## src/rtl/genius_pkg.sv

```systemverilog
// Shared definitions for the Genius memory game: state encoding, colour codes
// and the fixed 16-step colour sequence.
package genius_pkg;

    localparam int SEQ_LEN = 16;

    typedef enum logic [2:0] {
        ST_IDLE     = 3'd0,
        ST_SHOW_ON  = 3'd1,
        ST_SHOW_GAP = 3'd2,
        ST_WAIT_IN  = 3'd3,
        ST_ECHO     = 3'd4,
        ST_LEVEL_UP = 3'd5,
        ST_LOSE     = 3'd6,
        ST_WIN      = 3'd7
    } state_e;

    typedef enum logic [1:0] {
        COL_0    = 2'd0,
        COL_1    = 2'd1,
        COL_2    = 2'd2,
        COL_NONE = 2'd3
    } color_e;

    // Entry 0 sits in the least significant slot.
    localparam logic [SEQ_LEN-1:0][1:0] SEQ_ROM = {
        2'd1, 2'd0, 2'd1, 2'd0, 2'd2, 2'd0, 2'd1, 2'd0,
        2'd2, 2'd0, 2'd2, 2'd0, 2'd1, 2'd0, 2'd1, 2'd0
    };

    localparam logic [2:0] LAMP_LOSE = 3'b111;
    localparam logic [2:0] LAMP_WIN  = 3'b010;

    function automatic color_e rom_color(input logic [3:0] idx);
        return color_e'(SEQ_ROM[idx]);
    endfunction

    function automatic int max3(input int a, input int b, input int c);
        int m;
        m = (a > b) ? a : b;
        return (m > c) ? m : c;
    endfunction

endpackage

```

## src/rtl/genius_game_ctrl_if.sv

```systemverilog
// Player-facing signals of the game controller: start/buttons in, lamps and
// status out.
interface genius_game_ctrl_if;
    logic       start;
    logic [2:0] bt;
    logic [2:0] color;
    logic [4:0] level;
    logic       busy;
    logic       lose;
    logic       win;
    logic [2:0] state_dbg;

    modport master (
        output start, bt,
        input  color, level, busy, lose, win, state_dbg
    );

    modport slave (
        input  start, bt,
        output color, level, busy, lose, win, state_dbg
    );
endinterface

```

## src/rtl/genius_color_onehot.sv

```systemverilog
// 2-bit colour code to one-hot lamp drive; the unused code lights nothing.
module genius_color_onehot
    import genius_pkg::*;
(
    input  color_e     code,
    output logic [2:0] onehot
);
    always_comb begin
        onehot = 3'b000;
        case (code)
            COL_0:   onehot = 3'b001;
            COL_1:   onehot = 3'b010;
            COL_2:   onehot = 3'b100;
            default: onehot = 3'b000;
        endcase
    end
endmodule

```

## src/rtl/genius_game_ctrl.sv

```systemverilog
// Genius (Simon) game controller: plays back a growing prefix of the ROM
// sequence, then checks the player's button echo against it.
module genius_game_ctrl
    import genius_pkg::*;
#(
    parameter int SHOW_ON  = 4,
    parameter int SHOW_GAP = 2,
    parameter int TIMEOUT  = 64
) (
    input  logic              clock,
    input  logic              reset,
    genius_game_ctrl_if.slave io
);
    localparam int TMAX = max3(SHOW_ON, SHOW_GAP, TIMEOUT);
    localparam int TW   = $clog2(TMAX + 1);

    localparam logic [TW-1:0] T_ON   = TW'(SHOW_ON - 1);
    localparam logic [TW-1:0] T_GAP  = TW'(SHOW_GAP - 1);
    localparam logic [TW-1:0] T_IDLE = TW'(TIMEOUT - 1);

    state_e        state_q, state_n;
    logic [TW-1:0] timer_q, timer_n;
    logic [4:0]    idx_q, idx_n;
    logic [4:0]    level_q, level_n;
    logic          lose_q, lose_n;
    logic          win_q, win_n;
    logic [2:0]    color_q, color_n;
    logic          busy_q, busy_n;

    logic [2:0]    exp_bt;
    logic [2:0]    lamp_seq;
    logic          more;

    genius_color_onehot u_exp (
        .code   (rom_color(idx_q[3:0])),
        .onehot (exp_bt)
    );

    // Lamp follows the next index so it switches together with the state.
    genius_color_onehot u_lamp (
        .code   (rom_color(idx_n[3:0])),
        .onehot (lamp_seq)
    );

    assign more = (idx_q + 5'd1) < level_q;

    always_ff @(posedge clock) begin
        if (reset) begin
            state_q <= ST_IDLE;
            timer_q <= '0;
            idx_q   <= '0;
            level_q <= '0;
            lose_q  <= 1'b0;
            win_q   <= 1'b0;
            color_q <= '0;
            busy_q  <= 1'b0;
        end else begin
            state_q <= state_n;
            timer_q <= timer_n;
            idx_q   <= idx_n;
            level_q <= level_n;
            lose_q  <= lose_n;
            win_q   <= win_n;
            color_q <= color_n;
            busy_q  <= busy_n;
        end
    end

    always_comb begin
        state_n = state_q;
        timer_n = timer_q;
        idx_n   = idx_q;
        level_n = level_q;
        lose_n  = lose_q;
        win_n   = win_q;

        case (state_q)
            ST_IDLE, ST_LOSE, ST_WIN: begin
                if (io.start) begin
                    state_n = ST_SHOW_ON;
                    level_n = 5'd1;
                    idx_n   = '0;
                    timer_n = '0;
                    lose_n  = 1'b0;
                    win_n   = 1'b0;
                end
            end
            ST_SHOW_ON: begin
                if (timer_q == T_ON) begin
                    state_n = ST_SHOW_GAP;
                    timer_n = '0;
                end else begin
                    timer_n = timer_q + TW'(1);
                end
            end
            ST_SHOW_GAP: begin
                if (timer_q == T_GAP) begin
                    timer_n = '0;
                    if (more) begin
                        idx_n   = idx_q + 5'd1;
                        state_n = ST_SHOW_ON;
                    end else begin
                        idx_n   = '0;
                        state_n = ST_WAIT_IN;
                    end
                end else begin
                    timer_n = timer_q + TW'(1);
                end
            end
            ST_WAIT_IN: begin
                if (io.bt == 3'b000) begin
                    if (timer_q == T_IDLE) begin
                        state_n = ST_LOSE;
                        lose_n  = 1'b1;
                    end else begin
                        timer_n = timer_q + TW'(1);
                    end
                end else if (io.bt == exp_bt) begin
                    state_n = ST_ECHO;
                    timer_n = '0;
                end else begin
                    // Wrong colour or a chord of several buttons.
                    state_n = ST_LOSE;
                    lose_n  = 1'b1;
                end
            end
            ST_ECHO: begin
                if (timer_q == T_ON) begin
                    timer_n = '0;
                    if (more) begin
                        idx_n   = idx_q + 5'd1;
                        state_n = ST_WAIT_IN;
                    end else begin
                        state_n = ST_LEVEL_UP;
                    end
                end else begin
                    timer_n = timer_q + TW'(1);
                end
            end
            ST_LEVEL_UP: begin
                if (level_q == 5'(SEQ_LEN)) begin
                    state_n = ST_WIN;
                    win_n   = 1'b1;
                end else begin
                    level_n = level_q + 5'd1;
                    idx_n   = '0;
                    timer_n = '0;
                    state_n = ST_SHOW_ON;
                end
            end
            default: state_n = ST_IDLE;
        endcase
    end

    always_comb begin
        color_n = 3'b000;
        case (state_n)
            ST_SHOW_ON, ST_ECHO: color_n = lamp_seq;
            ST_LOSE:             color_n = LAMP_LOSE;
            ST_WIN:              color_n = LAMP_WIN;
            default:             color_n = 3'b000;
        endcase
        busy_n = (state_n == ST_SHOW_ON) || (state_n == ST_SHOW_GAP);
    end

    assign io.color     = color_q;
    assign io.level     = level_q;
    assign io.busy      = busy_q;
    assign io.lose      = lose_q;
    assign io.win       = win_q;
    assign io.state_dbg = state_q;

endmodule

```

## src/flat_wrapper.sv

```systemverilog
// flat-port wrapper written by rule: the top's interface ports become plain ports
module genius_game_ctrl_flat import genius_pkg::*;
#(
    parameter int SHOW_ON  = 4,
    parameter int SHOW_GAP = 2,
    parameter int TIMEOUT  = 64
)
  (clock, reset, io_start, io_bt, io_color, io_level, io_busy, io_lose, io_win, io_state_dbg);
  genius_game_ctrl_if io_i ();
  input  logic clock;
  input  logic reset;
  input wire logic [$bits(io_i.start)-1:0] io_start;
  input wire logic [$bits(io_i.bt)-1:0] io_bt;
  output wire logic [$bits(io_i.color)-1:0] io_color;
  output wire logic [$bits(io_i.level)-1:0] io_level;
  output wire logic [$bits(io_i.busy)-1:0] io_busy;
  output wire logic [$bits(io_i.lose)-1:0] io_lose;
  output wire logic [$bits(io_i.win)-1:0] io_win;
  output wire logic [$bits(io_i.state_dbg)-1:0] io_state_dbg;
  assign io_i.start = io_start;
  assign io_i.bt = io_bt;
  assign io_color = io_i.color;
  assign io_level = io_i.level;
  assign io_busy = io_i.busy;
  assign io_lose = io_i.lose;
  assign io_win = io_i.win;
  assign io_state_dbg = io_i.state_dbg;
  genius_game_ctrl #(.SHOW_ON(SHOW_ON), .SHOW_GAP(SHOW_GAP), .TIMEOUT(TIMEOUT)) u_core (.clock(clock), .reset(reset), .io(io_i));
endmodule
```

## config.mk

```make
export PLATFORM = sky130hd
export DESIGN_NAME = genius_game_ctrl_flat
export DESIGN_NICKNAME = d
export VERILOG_FILES = /design/src/rtl/genius_pkg.sv /design/src/rtl/genius_game_ctrl_if.sv /design/src/rtl/genius_color_onehot.sv /design/src/rtl/genius_game_ctrl.sv /design/src/flat_wrapper.sv
export SDC_FILE = /design/constraint.sdc
export NUM_CORES = 1
export LEC_CHECK = 0
export ABC_AREA = 0
export CORE_UTILIZATION = 30
export DETAILED_ROUTE_END_ITERATION = 10
export SYNTH_ARGS = -nofsm -noshare
export SYNTH_HDL_FRONTEND = slang
export SYNTH_SLANG_ARGS = --single-unit
```

## constraint.sdc

```tcl
create_clock -name clock -period 3.1 [get_ports clock]
set_clock_uncertainty 0.15 [all_clocks]
set_input_delay 0.31 -clock clock [delete_from_list [all_inputs] [get_ports clock]]
set_output_delay 0.31 -clock clock [all_outputs]
set_load 0.02 [all_outputs]
```

# Yosys cells after proc, flatten, opt, wreduce, memory -nomap -nowiden
# Memories as Yosys holds them, arrays and structs flattened. A register that Yosys moved wholly into a read port is not among the register bits.
# Index checks and enable logic that the tools add are counted.
[totals]
romBits = 64
in_bits = 6
memories = 2
out_inout_bits = 14
regBits = 26
mem_bits_rw = 0
elab_cells = 106
latchBits = 0
[memory_table]
columns = ["name", "depth", "word_bits", "read_ports", "rd_clocked_by_memory_dff", "write_ports", "line", "source"]
rows = [
  ["(name not given)", 16, 2, 1, 0, 0, "genius_pkg.sv:35", "return color_e'(SEQ_ROM[idx]);"],
  ["(name not given)", 16, 2, 1, 1, 0, "genius_pkg.sv:35", ""],
]
[classes]
div = 0
reduce_logical = 16
add_sub_neg = 3
n_shift = 0
n_mul = 0
n_bitwise = 0
n_mux = 42
n_eq_ne = 31
n_lt_le_gt_ge = 3
[op_table]
columns = ["operator", "n"]
rows = [
  ["2-to-1 mux 7 bit", 7],
  ["2-to-1 mux 5 bit", 8],
  ["case mux 7 bit (5 select lines)", 1],
  ["case mux 3 bit (3 select lines)", 3],
  ["2-to-1 mux 3 bit", 8],
  ["== test 3 bit, second input constant", 7],
  ["case mux 5 bit (4 select lines)", 1],
  ["case mux 3 bit (6 select lines)", 1],
  ["adder 5 x 1 -> 5 bit, second input constant", 2],
  ["< comparator 4 x 5 -> 1 bit, second input constant", 2],
  ["case mux 5 bit (2 select lines)", 1],
  ["== test 3 x 2 -> 1 bit, second input constant", 3],
  ["2-to-1 mux 2 bit", 4],
  ["inequality test 2 x 1 -> 1 bit, second input constant", 4],
  ["AND reduction 4 bit", 2],
  ["adder 7 x 1 -> 7 bit, second input constant", 1],
  ["== test 7 x 1 -> 1 bit, second input constant", 1],
  ["== test 7 x 2 -> 1 bit, second input constant", 1],
  ["== test 7 x 6 -> 1 bit, second input constant", 1],
  ["== test 3 x 1 -> 1 bit, second input constant", 2],
  ["zero test 3 bit", 2],
  ["inequality test 3 bit, second input constant", 2],
  ["AND reduction 3 bit", 2],
  ["AND reduction 6 bit", 1],
  ["other kinds (17)", 28],
]

# Depth between registers and ports, before layout
# Gate-level depths: netlist of the first run.
[depth]
ltp_word = 11
mapped_depth = 14
mapped_depth_nobuf = 14

# By module
# A second synthesis of the first run with hierarchy kept.
[unflattened]
hier_cells = 257
hier_area_um2 = 1999.4
[modules_own_cells]
columns = ["mod", "seq_area_each_um2", "n_inst", "area_each_um2", "cells_per_inst"]
rows = [
  ["genius_game_ctrl", 560.5, 1, 1961.9, 251],
  ["genius_color_onehot", 0.0, 2, 18.8, 3],
]

# Least setup slack after synthesis of the first run
# Ideal clock, no wire load.
[synth_timing]
path_kind = "reg2reg"
from = "register u_core.idx_q[0]"
to = "register u_core.color_q[1], in the netlist u_core.io.color[1]"
n_path_buf = 0
t_required_ns = 2.863
synth_period_minus_slack_ns = 2.905
setup_slack_ns = 0.195
stages_incl_launch_ff = 13
t_arrival_ns = 2.668
setup_ns = 0.087
path_cell_list = "dfxtp_1 -> ha_1 -> xor2_1 -> ha_1 -> a21o_1 -> a31oi_1 -> o21ai_0 -> inv_1 -> ha_1 -> o32ai_1 -> nor2_1 -> or2_2 -> o31ai_1"
[synth_via]
elab_chain_cells = 10
elab_cells_between_ends = 26
cone_classes = "1 x add/sub; 1 x order compare; 6 x eq/ne; 15 x mux; 2 x reduce/logical; 1 x memory"
[synth_rtl]
columns = ["item", "line", "source"]
rows = [
  ["start, declared", "genius_game_ctrl.sv:23", "logic [4:0] idx_q, idx_n;"],
  ["start signal, assigned", "genius_game_ctrl.sv:60", "idx_q <= idx_n;"],
  ["adder 5 x 1 -> 5 bit", "genius_game_ctrl.sv:45, genius_game_ctrl.sv:100, genius_game_ctrl.sv:131", ""],
  ["< comparator 5 bit", "genius_game_ctrl.sv:45", "assign more = (idx_q + 5'd1) < level_q;"],
  ["2-to-1 mux 5 bit (on tied branches)", "genius_game_ctrl.sv:130, genius_game_ctrl.sv:99", ""],
  ["2-to-1 mux 5 bit (on tied branches)", "genius_game_ctrl.sv:128, genius_game_ctrl.sv:97", ""],
  ["case mux 5 bit (4 select lines)", "genius_game_ctrl.sv:77", "case (state_q)"],
  ["memory read (16 x 2 bit)", "n/a", ""],
  ["2-to-1 mux 2 bit (not written as such)", "genius_pkg.sv:35", ""],
  ["== test 2 bit, or another cell as far along", "genius_color_onehot.sv:10", "case (code)"],
  ["case mux 3 bit (3 select lines)", "genius_color_onehot.sv:10", ""],
  ["case mux 3 bit (3 select lines) *", "genius_game_ctrl.sv:157", "case (state_n)"],
  ["end signal, assigned", "genius_game_ctrl.sv:64", "color_q <= color_n;"],
  ["end, declared", "genius_game_ctrl.sv:27", "logic [2:0] color_q, color_n;"],
]
# Every way passes the cells marked *; elsewhere a longest branch is shown, timed or not. The select of a mux whose other input is x is not followed.
# A chain may end at the register's enable or synchronous reset.

# Worst setup path after layout of the first run
# Ends and elaborated chain as after synthesis.

==> flow_metrics.env, run 1 <==
export IMPL_worstHoldPathType="flip-flop to flip-flop"
export IMPL_final_seq_area_um2=563
export IMPL_cp_slowest_stage_delay_ps=370
export IMPL_avgSynthCellArea_um2=7.67
export IMPL_cp_arrival_ps=2980
export IMPL_leakagePower_uw=0.000829
export IMPL_synth_xor_area_share_pct=3.42
export IMPL_async_flop_share_pct=0
export IMPL_finish_instance_area_um2=2240
export IMPL_synth_compound_area_share_pct=24.3
export IMPL_drcViolationCount=0
export IMPL_layout_common_cells="nor2_1, dfxtp_1, clkdlybuf4s50_1, nand2_1"
export IMPL_clock_latency_ps=280
export IMPL_dr_total_vias=1755
export IMPL_power_total_uw=763
export IMPL_track_usage_pct=15.4
export IMPL_synth_ff_type="dfxtp_1"
export IMPL_yosysUniqueCellTypes=51
export IMPL_synth_edf_count=0
export IMPL_end_kind="flip-flop"
export IMPL_synthMuxAreaShare_pct=1.12
export IMPL_die_w_um=79.3
export IMPL_cp_top_family="compound AO/OA/AOI/OAI gates"
export IMPL_finalCritPeriodShare_pct=94.8
export IMPL_overflow=0
export IMPL_setup_violations=0
export IMPL_max_freq_ghz=0.340
export IMPL_cts_setup_buffers=0
export IMPL_timing_rr_end="u_core.io.color[1]"
export IMPL_core_area_um2=5640
export IMPL_cts_sinks=28
export IMPL_drive_gt1_share_pct=12.0
export IMPL_nFillCells=573
export IMPL_die_area_um2=6290
export IMPL_critPathKind="flip-flop to flip-flop"
export IMPL_area_growth_pct=24.9
export IMPL_start_util_pct=31.8
export IMPL_tritoncts="built"
export IMPL_grt_max_degree=18
export IMPL_cpMostUsedCell="ha_1"
export IMPL_r2r_slack_ps=160
export IMPL_dr_pass1_iters=4
export IMPL_max_cap_violations=0
export IMPL_die_height_um=79.3
export IMPL_gp_congestion=0.863
export IMPL_ant_nets=0
export IMPL_dp_cells=327
export IMPL_finalMaxSlewViolations=0
export IMPL_reg2reg_from="u_core.idx_q[0]"
export IMPL_antenna_found_initial=0
export IMPL_multi_input_area_um2=1200
export IMPL_hold_violations=0
export IMPL_clk_pin_slew_ps=100
export IMPL_hold_end="u_core.io.win"
export IMPL_syn_area_um2=1790
export IMPL_worst_pin_slew_ps=680
export IMPL_finalNetCount=276
export IMPL_syn_num_nets=250
export IMPL_hpwl_um=3420
export IMPL_critPathBufInv=1
export IMPL_postSynthCellCount=234
export IMPL_slew_headroom_pct=54.5
export IMPL_status="finished clean"
export IMPL_rows=27
export IMPL_avgViaCountPerCell=5.30
export IMPL_clock_root_buffer="clkbuf_8"
export IMPL_cp_required_ps=3140
export IMPL_crit_start="u_core.idx_q[0]"
export IMPL_period_minus_slack_ps=2940
export IMPL_ir_worst_vdd_mv=0.154
export IMPL_placed_cell_area_um2=2110
export IMPL_layout_cells_non_filler=331
export IMPL_seq_area_frac_synth_pct=31.2
export IMPL_synthAdderAreaFrac_pct=6.97
export IMPL_mostFrequentLayoutCell="nor2_1"
export IMPL_utilization_pct=39.7
export IMPL_antenna_cells=0
export IMPL_grt_pass1_wl_um=7690
export IMPL_clk_path_buf_depth=2
export IMPL_port_buffers=19
export IMPL_synthSimpleGateAreaFrac_pct=28.1
export IMPL_whs_ps=352
export IMPL_cp_max_fo=4
export IMPL_ioPinCount=20
export IMPL_htree_levels=1
export IMPL_synth_top_family_by_area="simple AND/OR/NAND/NOR gates"
export IMPL_drtIter0Drc=195
export IMPL_cpMaxStageDelayCell="dfxtp_2"
export IMPL_startpoint_type="flip-flop"
export IMPL_hp_start="u_core.io.win"
export IMPL_synth_seq_cells=28
export IMPL_wl_um=4670
export IMPL_grt_pass1_vias=1664
export IMPL_crit_chain="ha_2 > xor2_2 > ha_1 > a21o_1 > a31oi_4 > o21ai_2 > inv_1 > ha_1 > o32ai_1 > nor2_1 > or2_2 > o31ai_1"
export IMPL_powerDensity_nw_per_um2=340
export IMPL_cts_buffers=3
export IMPL_hold_depth=2
export IMPL_yosysWarnings=0
export IMPL_worst_r2r_path_depth=12
export IMPL_wl_per_cell_um=14.1
## worst max path at each step
stage / endpoint / slack, ps / depth (start not counted)
3_5_place_dp: u_core.io.color[1] / 100 / 12
6_report: u_core.io.color[1] / 160 / 12
2_1_floorplan: u_core.io.color[1] / 200 / 12
4_1_cts: u_core.io.color[1] / 50 / 12
3_3_place_gp: u_core.io.color[1] / 150 / 12
5_1_grt: u_core.io.color[1] / -3 / 12
## registers in the layout, indices dropped and copies added, names as in the netlist
register and cells:
u_core.timer_q 7, u_core.idx_q 5, u_core.io.level 5, u_core.io.color 3
u_core.io.state_dbg 3, u_core.u_exp.code 2, u_core.io.busy 1, u_core.io.lose 1
u_core.io.win 1
## power by group
| part | internal (µW) | total [µW] | switching, µW | leakage, µW |
|---|---|---|---|---|
| Clock | 173 | 292 | 119 | 0.0000357 |
| Combinational | 42.0 | 98.8 | 56.8 | 0.000565 |
| Sequential | 365 | 372 | 7.10 | 0.000228 |
| Total | 580 | 763 | 183 | 0.000829 |
## logic make-up after synthesis
family	after synthesis
AOI/OAI and AO/OA	67
xor gates and xnor gates	7
adders and majority gates	10
buffers and inverters	22
DFF	28
muxes	2
and+or+nand+nor	98
## area by class of cell
type	count	area share, %
tap	72	4.02
clock buffer	3	1.84
sequential	28	25.1
clock inverter	1	1.34
inverter	15	2.51
timing repair buffer	28	11.5
multi-input combinational	184	53.7
## metal layers
| metal | GRT usage (%) | wire length [µm] |
|---|---|---|
| met5 | 0 | 0 |
| met4 | 5.64 | 68 |
| met3 | 1.38 | 188 |
| met2 | 23.7 | 2080 |
| met1 | 22.0 | 2330 |
## Yosys cell counts, types with 2 or more instances
cell type / n / area, µm²
and2_1: 2 / 12.5
o21ai_0: 15 / 75.1
o211ai_1: 4 / 30.0
a21o_1: 3 / 22.5
nand3_1: 8 / 40.0
dfxtp_1: 28 / 561
nor4b_1: 2 / 17.5
clkbuf_1: 4 / 15.0
mux2i_1: 2 / 20.0
nand2_1: 16 / 60.1
nor3_1: 8 / 40.0
or3_1: 2 / 12.5
inv_1: 15 / 56.3
o31ai_1: 3 / 22.5
clkbuf_2: 2 / 10.0
nor4_1: 5 / 31.3
nor2_1: 31 / 116
nand4_1: 2 / 12.5
nand2b_1: 2 / 12.5
a31oi_1: 5 / 31.3
nand3b_1: 3 / 22.5
a211oi_1: 2 / 15.0
a22oi_1: 8 / 60.1
nor2b_1: 5 / 31.3
and3_1: 2 / 12.5
ha_1: 10 / 125
a21oi_1: 16 / 80.1
xnor2_1: 6 / 52.6
## per-stage QoR
step	setup WS, ps	TNS [ps]
after floorplan	195	0
after global placement	152	0
after detailed placement	102	0
after CTS	46.8	0
after global routing	-2.64	-2.64
final	162	0
## worst min-delay path, delay by kind of cell, from the launching register on
family | cells | cell delay [ps]
DFF | 1 | 350
and+or+nand+nor | 1 | 70
AOI/OAI and AO/OA | 1 | 50
## what timing repair did
item	4_1_cts	5_1_grt
endpoints found under the setup margin	0	7
gates resized for setup	0	13
hold buffers	0	0
Note: power is estimated with default switching activity, not from simulation.
==> run 2: changes to the inputs <==
--- a/config.mk
+++ b/config.mk
@@ -8,6 +8,7 @@
 export ABC_AREA = 0
 export CORE_UTILIZATION = 30
 export DETAILED_ROUTE_END_ITERATION = 10
+export RECOVER_POWER = 50
 export SYNTH_ARGS = -nofsm -noshare
 export SYNTH_HDL_FRONTEND = slang
 export SYNTH_SLANG_ARGS = --single-unit
==> run 2 against run 1 <==
Against the previous run:
- sequential share of layout area is essentially flat
- clock power about the same
- setup slack got worse by 0.60 ps
- non-clock buffer count did not move
- total power is 0.34% lower
- first-iteration DRC count grew 2.1%
- combinational power shrank 2.7%
- critical path depth unchanged
- worst hold slack got worse by 5.2 ps
- final cell count unchanged
- cell area shrank 0.17%
- die area stayed put
==> flow_metrics.env, run 2 (synthesis gave the netlist of run 1 again) <==
export IMPL_avgViaCountPerCell=5.30
export IMPL_dr_pass1_iters=4
export IMPL_htree_levels=1
export IMPL_drtIter0Drc=199
export IMPL_powerDensity_nw_per_um2=340
export IMPL_ctsHoldBuffers=0
export IMPL_comb_power_share_pct=12.6
export IMPL_status="finished clean"
export IMPL_largest_reg_flops=7
export IMPL_met1_length_um=2280
export IMPL_antenna_cells=0
export IMPL_clock_root_buffer="clkbuf_8"
export IMPL_cts_buffers=3
export IMPL_place_ws_ps=102
export IMPL_wl_per_cell_um=14.0
export IMPL_grt_pass1_wl_um=7690
export IMPL_dr_wl_met3_um=201
export IMPL_core_area_um2=5640
export IMPL_drive_gt1_share_pct=11.6
export IMPL_final_seq_area_um2=563
export IMPL_power_switching_uw=183
export IMPL_cpMaxStageDelayCell="dfxtp_2"
export IMPL_ir_worst_vdd_mv=0.153
export IMPL_clk_pin_slew_ps=100
export IMPL_end_kind="flip-flop"
export IMPL_critPathBufInv=1
export IMPL_cts_resized_gates=0
export IMPL_cpMostUsedCell="ha_1"
export IMPL_wl_um=4640
export IMPL_port_buffers=19
export IMPL_critPathKind="flip-flop to flip-flop"
export IMPL_setup_violations=0
export IMPL_finalMaxSlewViolations=0
export IMPL_track_usage_pct=15.4
export IMPL_power_total_uw=760
export IMPL_cp_required_ps=3140
export IMPL_rows=27
export IMPL_leakagePower_uw=0.000868
export IMPL_top_register="u_core.timer_q"
export IMPL_die_area_um2=6290
export IMPL_area_growth_pct=24.7
export IMPL_dr_total_vias=1753
export IMPL_internal_power_uw=577
export IMPL_multi_input_area_um2=1200
export IMPL_cp_top_family="compound AO/OA/AOI/OAI gates"
export IMPL_grt_max_degree=18
export IMPL_antenna_found_initial=0
export IMPL_worst_slack_ps=161
export IMPL_clock_power_share_pct=38.4
export IMPL_finalCritPeriodShare_pct=94.8
export IMPL_nFillCells=573
export IMPL_sequentialPowerShare_pct=48.9
export IMPL_finalNetCount=276
export IMPL_cts_sinks=28
export IMPL_die_w_um=79.3
export IMPL_ant_nets=0
export IMPL_wl_met2_um=2100
export IMPL_top_layer_used="met4"
export IMPL_cp_arrival_ps=2980
export IMPL_hpwl_um=3420
export IMPL_hold_violations=0
export IMPL_tritoncts="built"
export IMPL_clk_path_buf_depth=2
export IMPL_period_minus_slack_ps=2940
export IMPL_layout_common_cells="nor2_1, dfxtp_1, nand2_1, inv_1, a21oi_1"
export IMPL_worstHoldPathType="flip-flop to flip-flop"
export IMPL_max_cap_violations=0
export IMPL_die_height_um=79.3
export IMPL_slew_headroom_pct=54.6
export IMPL_gp_congestion=0.863
export IMPL_clock_latency_ps=280
export IMPL_startpoint_type="flip-flop"
export IMPL_max_freq_ghz=0.340
export IMPL_start_util_pct=31.8
export IMPL_crit_chain="ha_2 > xor2_2 > ha_1 > a21o_1 > a31oi_4 > o21ai_2 > inv_1 > ha_1 > o32ai_1 > nor2_1 > or2_2 > o31ai_1"
export IMPL_cp_max_fo=4
export IMPL_grt_pass1_vias=1664
export IMPL_cts_setup_buffers=0
export IMPL_worst_pin_slew_ps=679
export IMPL_sw_frac_of_total_pct=24.0
export IMPL_mostFrequentLayoutCell="nor2_1"
export IMPL_ioPinCount=20
export IMPL_cp_slowest_stage_delay_ps=370
export IMPL_drcViolationCount=0
export IMPL_overflow=0
run 2: cell types whose count changed in the layout (fill, tap and decap cells not counted), sizes merged:
cell           previous run  this run
dlygate4sd3               0        14
clkbuf                    3         4
buf                       9         8
clkdlybuf4s50            19         5
run 2: final cells by class:
class,instances,area share [%]
tap,72,4.03
clock buffer,3,1.85
sequential,28,25.2
multi-input combinational,184,53.7
inverter,15,2.52
timing repair buffer,28,11.4
clock inverter,1,1.34
run 2: power by group through the flow:
stage          Clock, µW  Combinational [µW]  Sequential (µW)
2_1_floorplan          0                52.5              383
3_3_place_gp           0                96.9              381
3_5_place_dp           0                96.6              381
4_1_cts              301                97.1              372
5_1_grt              311                 106              373
6_report             292                96.1              372
run 2: through the flow:
stage	utilization [%]	TNS, ps	cells	instance area [µm²]	hold WS [ps]
after floorplan	-	0	234	1790	327
after global placement	37.4	0	327	2110	318
after detailed placement	37.4	0	327	2110	329
after CTS	38.7	0	331	2180	353
after global routing	39.7	-2.64	331	2240	396
final	39.7	0	331	2240	347
run 2: per-layer routing:
metal  track usage, %  vias to the layer above
li1                 -                      906
met1             22.0                      791
met2             23.7                       50
met3             1.38                        6
met4             5.64                        0
met5                0                        -
run 2: worst register-to-register path, cell delays in order (launching register included):
cell and delay, ps:
dfxtp_2 370, ha_2 210, xor2_2 170, ha_1 290
a21o_1 210, a31oi_4 180, o21ai_2 90, inv_1 80
ha_1 220, o32ai_1 260, nor2_1 80, or2_2 300
o31ai_1 240
run 2: final timing paths:
check | start | to | slack (ps) | cells past startpoint
max | u_core.idx_q[0] | u_core.io.color[1] | 160 | 12
min | u_core.io.win | u_core.io.win | 350 | 2
max reg2reg | u_core.idx_q[0] | u_core.io.color[1] | 160 | 12
min reg2reg | u_core.io.win | u_core.io.win | 350 | 2
==> run 3: changes to the inputs <==
--- a/config.mk
+++ b/config.mk
@@ -6,9 +6,9 @@
 export NUM_CORES = 1
 export LEC_CHECK = 0
 export ABC_AREA = 0
+export CAP_MARGIN = 15
 export CORE_UTILIZATION = 30
 export DETAILED_ROUTE_END_ITERATION = 10
-export RECOVER_POWER = 50
 export SYNTH_ARGS = -nofsm -noshare
 export SYNTH_HDL_FRONTEND = slang
 export SYNTH_SLANG_ARGS = --single-unit
==> results of run 3 <==
Final layout, timing and power as in run 1 (identical DEF).
==> variant (settings of run 2) <==
Make the reset (`reset`) asynchronous in one clocked block.
--- a/src/rtl/genius_game_ctrl.sv
+++ b/src/rtl/genius_game_ctrl.sv
@@ -46,3 +46,3 @@
 
-    always_ff @(posedge clock) begin
+    always_ff @(posedge clock or posedge reset) begin
         if (reset) begin
Check against the original RTL: differs if reset is asserted again (counterexample within 4 cycles, from zero or initial values and one cycle with reset high); with reset held inactive, the same outputs for 10 cycles.
==> variant against run 2 <==
  * Sequential cell count shrank 2
  * Core utilization is 2.2 points higher
  * Worst hold slack improved by 0.015 ns
  * Setup slack worse by 0.20 ns
  * Sequential share of layout area rose by 0.41 points
  * Fmax shrank 6.3%
  * Synthesized cell count fell by 3.4%
  * Final area increased by 14%
  * Final cell count grew 3.3%
  * Highest routed layer unchanged
  * Synthesized area up 8.5%
  * Non-clock buffer count is 17 higher
  * Count of clock-buffer cells in the layout unchanged
  * Routed wire length increased by 2.3%
  * The run now ends with negative setup slack left
Power is not compared: it rests on default switching activity, and its combinational part moved more than twofold at a synthesized area within 25%.
==> variant: results (changes against run 2) <==
Placement
  – Inst Count DP: 335 (+2.4%)
  – Gpl congestion: 0.8437 (-2.2%)
  – DP Wirelength: 3617 µm (+5.9%)
  – DP Area: 2394 µm² (+13%)

Setup path
  – R2R cell count: 13 (+1)
  – Worst path top cell family by delay: compound AO/OA/AOI/OAI gates
  – Slowest CP cell: dfrtp_2
  – RR Startpoint: u_core.idx_q[0]$_DFF_PP0_
  – CP endpoint: u_core.io.color[2]$_DFF_PP0_
  – Max incr delay on CP: 0.45 ns (+0.08 ns)

Detailed routing
  – M1 WL: 2268 µm (-0.35%)
  – Met3 wire length: 135 µm (-33%)
  – WL/cell: 13.89 µm (-0.94%)
  – Post-Route WL: 4752 µm (+2.3%)
  – Via-to-Cell Ratio: 5.254 (-0.79%)

Synthesis
  – Cell variety after synth: 54 (+5.9%)
  – Seq/Total Area, Yosys: 33.42% (+2.2 points)
  – Average cell area after synthesis: 8.614 µm² (+12%)
  – Mapped Nets: 244 (-2.4%)
  – Synth top area cells: dfrtp_1 (33%), ha_1 (7.7%), o21ai_0 (4.6%), nand2_1 (3.1%), o221ai_2 (3.1%)
  – Main flop type after synthesis: dfrtp_1
  – Synth top cells by count: dfrtp_1 (26), o21ai_0 (18), nand2_1 (16)

Hold path
  – WHS Endpoint: u_core.io.lose$_DFFE_PP0P_
  – WHS Path Cells: 1 (-1)
  – Worst Min Path Start: u_core.io.lose$_DFFE_PP0P_

GRT
  – Pin count of the biggest net entering global routing: 27 (+9)
  – Initial antenna violation count: 0 (unchanged)
  – Met3 GRT Util: 2.198% (+0.82 points)
  – Vias in the first global route: 1787 (+7.4%)
  – Met1 Use GR: 22.07% (+0.045 points)
  – Total Routing Usage GR: 16.26% (+0.89 points)
  – First-pass GRT wire length: 8583 µm (+12%)

Status
  – Status: complete, but fails checks
  – Failing checks: negative setup slack

CTS
  – Post-CTS setup buffers: 0 (unchanged)
  – CTS buffer count: 3 (unchanged)
  – Cts repair resizes: 8 (+8)

Final layout
  – Layout Nets: 286 (+3.6%)
  – Share of cells above drive strength 1: 19.48% (+7.9 points)

Timing
  – Finish-stage setup viols: 2 (+2)
  – Least-Margin Pin Slew: 1.458 ns (+0.7790 ns)
  – Final WS setup: -0.03700 ns (-0.1981 ns)
  – Fin Setup TNS: -0.05133 ns (-0.05133 ns)
-- variant: power groups by stage --
| stage | registers (mW) | clock network (mW) | logic [mW] |
|---|---|---|---|
| after floorplan | 0.524 | 0 | 0.558 |
| after global placement | 0.481 | 0 | 1.13 |
| after detailed placement | 0.484 | 0 | 1.14 |
| after CTS | 0.481 | 0.306 | 1.17 |
| after global routing | 0.493 | 0.320 | 1.32 |
| final | 0.479 | 0.291 | 1.18 |
-- variant: cell families (layout without fill, tap and decap cells) --
logic type | Yosys count | in the layout | synth area share (%)
and+or+nand+nor | 83 | 83 | 22.82
AOI/OAI and AO/OA | 72 | 72 | 27.57
DFF | 26 | 26 | 33.42
buffers and inverters | 26 | 67 | 5.077
adders and majority gates | 12 | 12 | 7.712
xor gates and xnor gates | 4 | 4 | 1.800
muxes | 3 | 3 | 1.607
-- variant: per-stage QoR --
stage	total power, mW	utilization (%)	hold WS [ns]	setup WS (ns)
finish	1.954	41.81	0.3626	-0.03700
floorplan	1.082	-	0.2000	0.01070
global route	2.136	41.81	0.3840	-0.1674
detailed placement	1.625	39.27	0.3464	-0.05239
CTS	1.962	41.19	0.2416	-0.04312
global placement	1.612	39.27	0.3280	-0.002798
-- variant: final cells by class --
type	count	area, µm²	share of cell area (%)
multi-input cells	174	1272	49.93
flip-flops and latches	26	651.9	25.58
repair buffers	45	389.1	15.27
well taps	75	93.84	3.682
inverters	18	70.07	2.749
clock buffers	3	41.29	1.620
clock inverters	1	30.03	1.178
-- variant: worst register-to-register path: stages (launching register included) --
cell and delay, ns:
dfrtp_2 0.45, ha_4 0.18, ha_4 0.26, inv_2 0.04
ha_4 0.14, or3_1 0.34, o22a_1 0.24, a21oi_2 0.17
ha_1 0.25, o311a_1 0.37, nand2_2 0.09, nand3b_1 0.08
o21a_1 0.17, o21ai_1 0.14
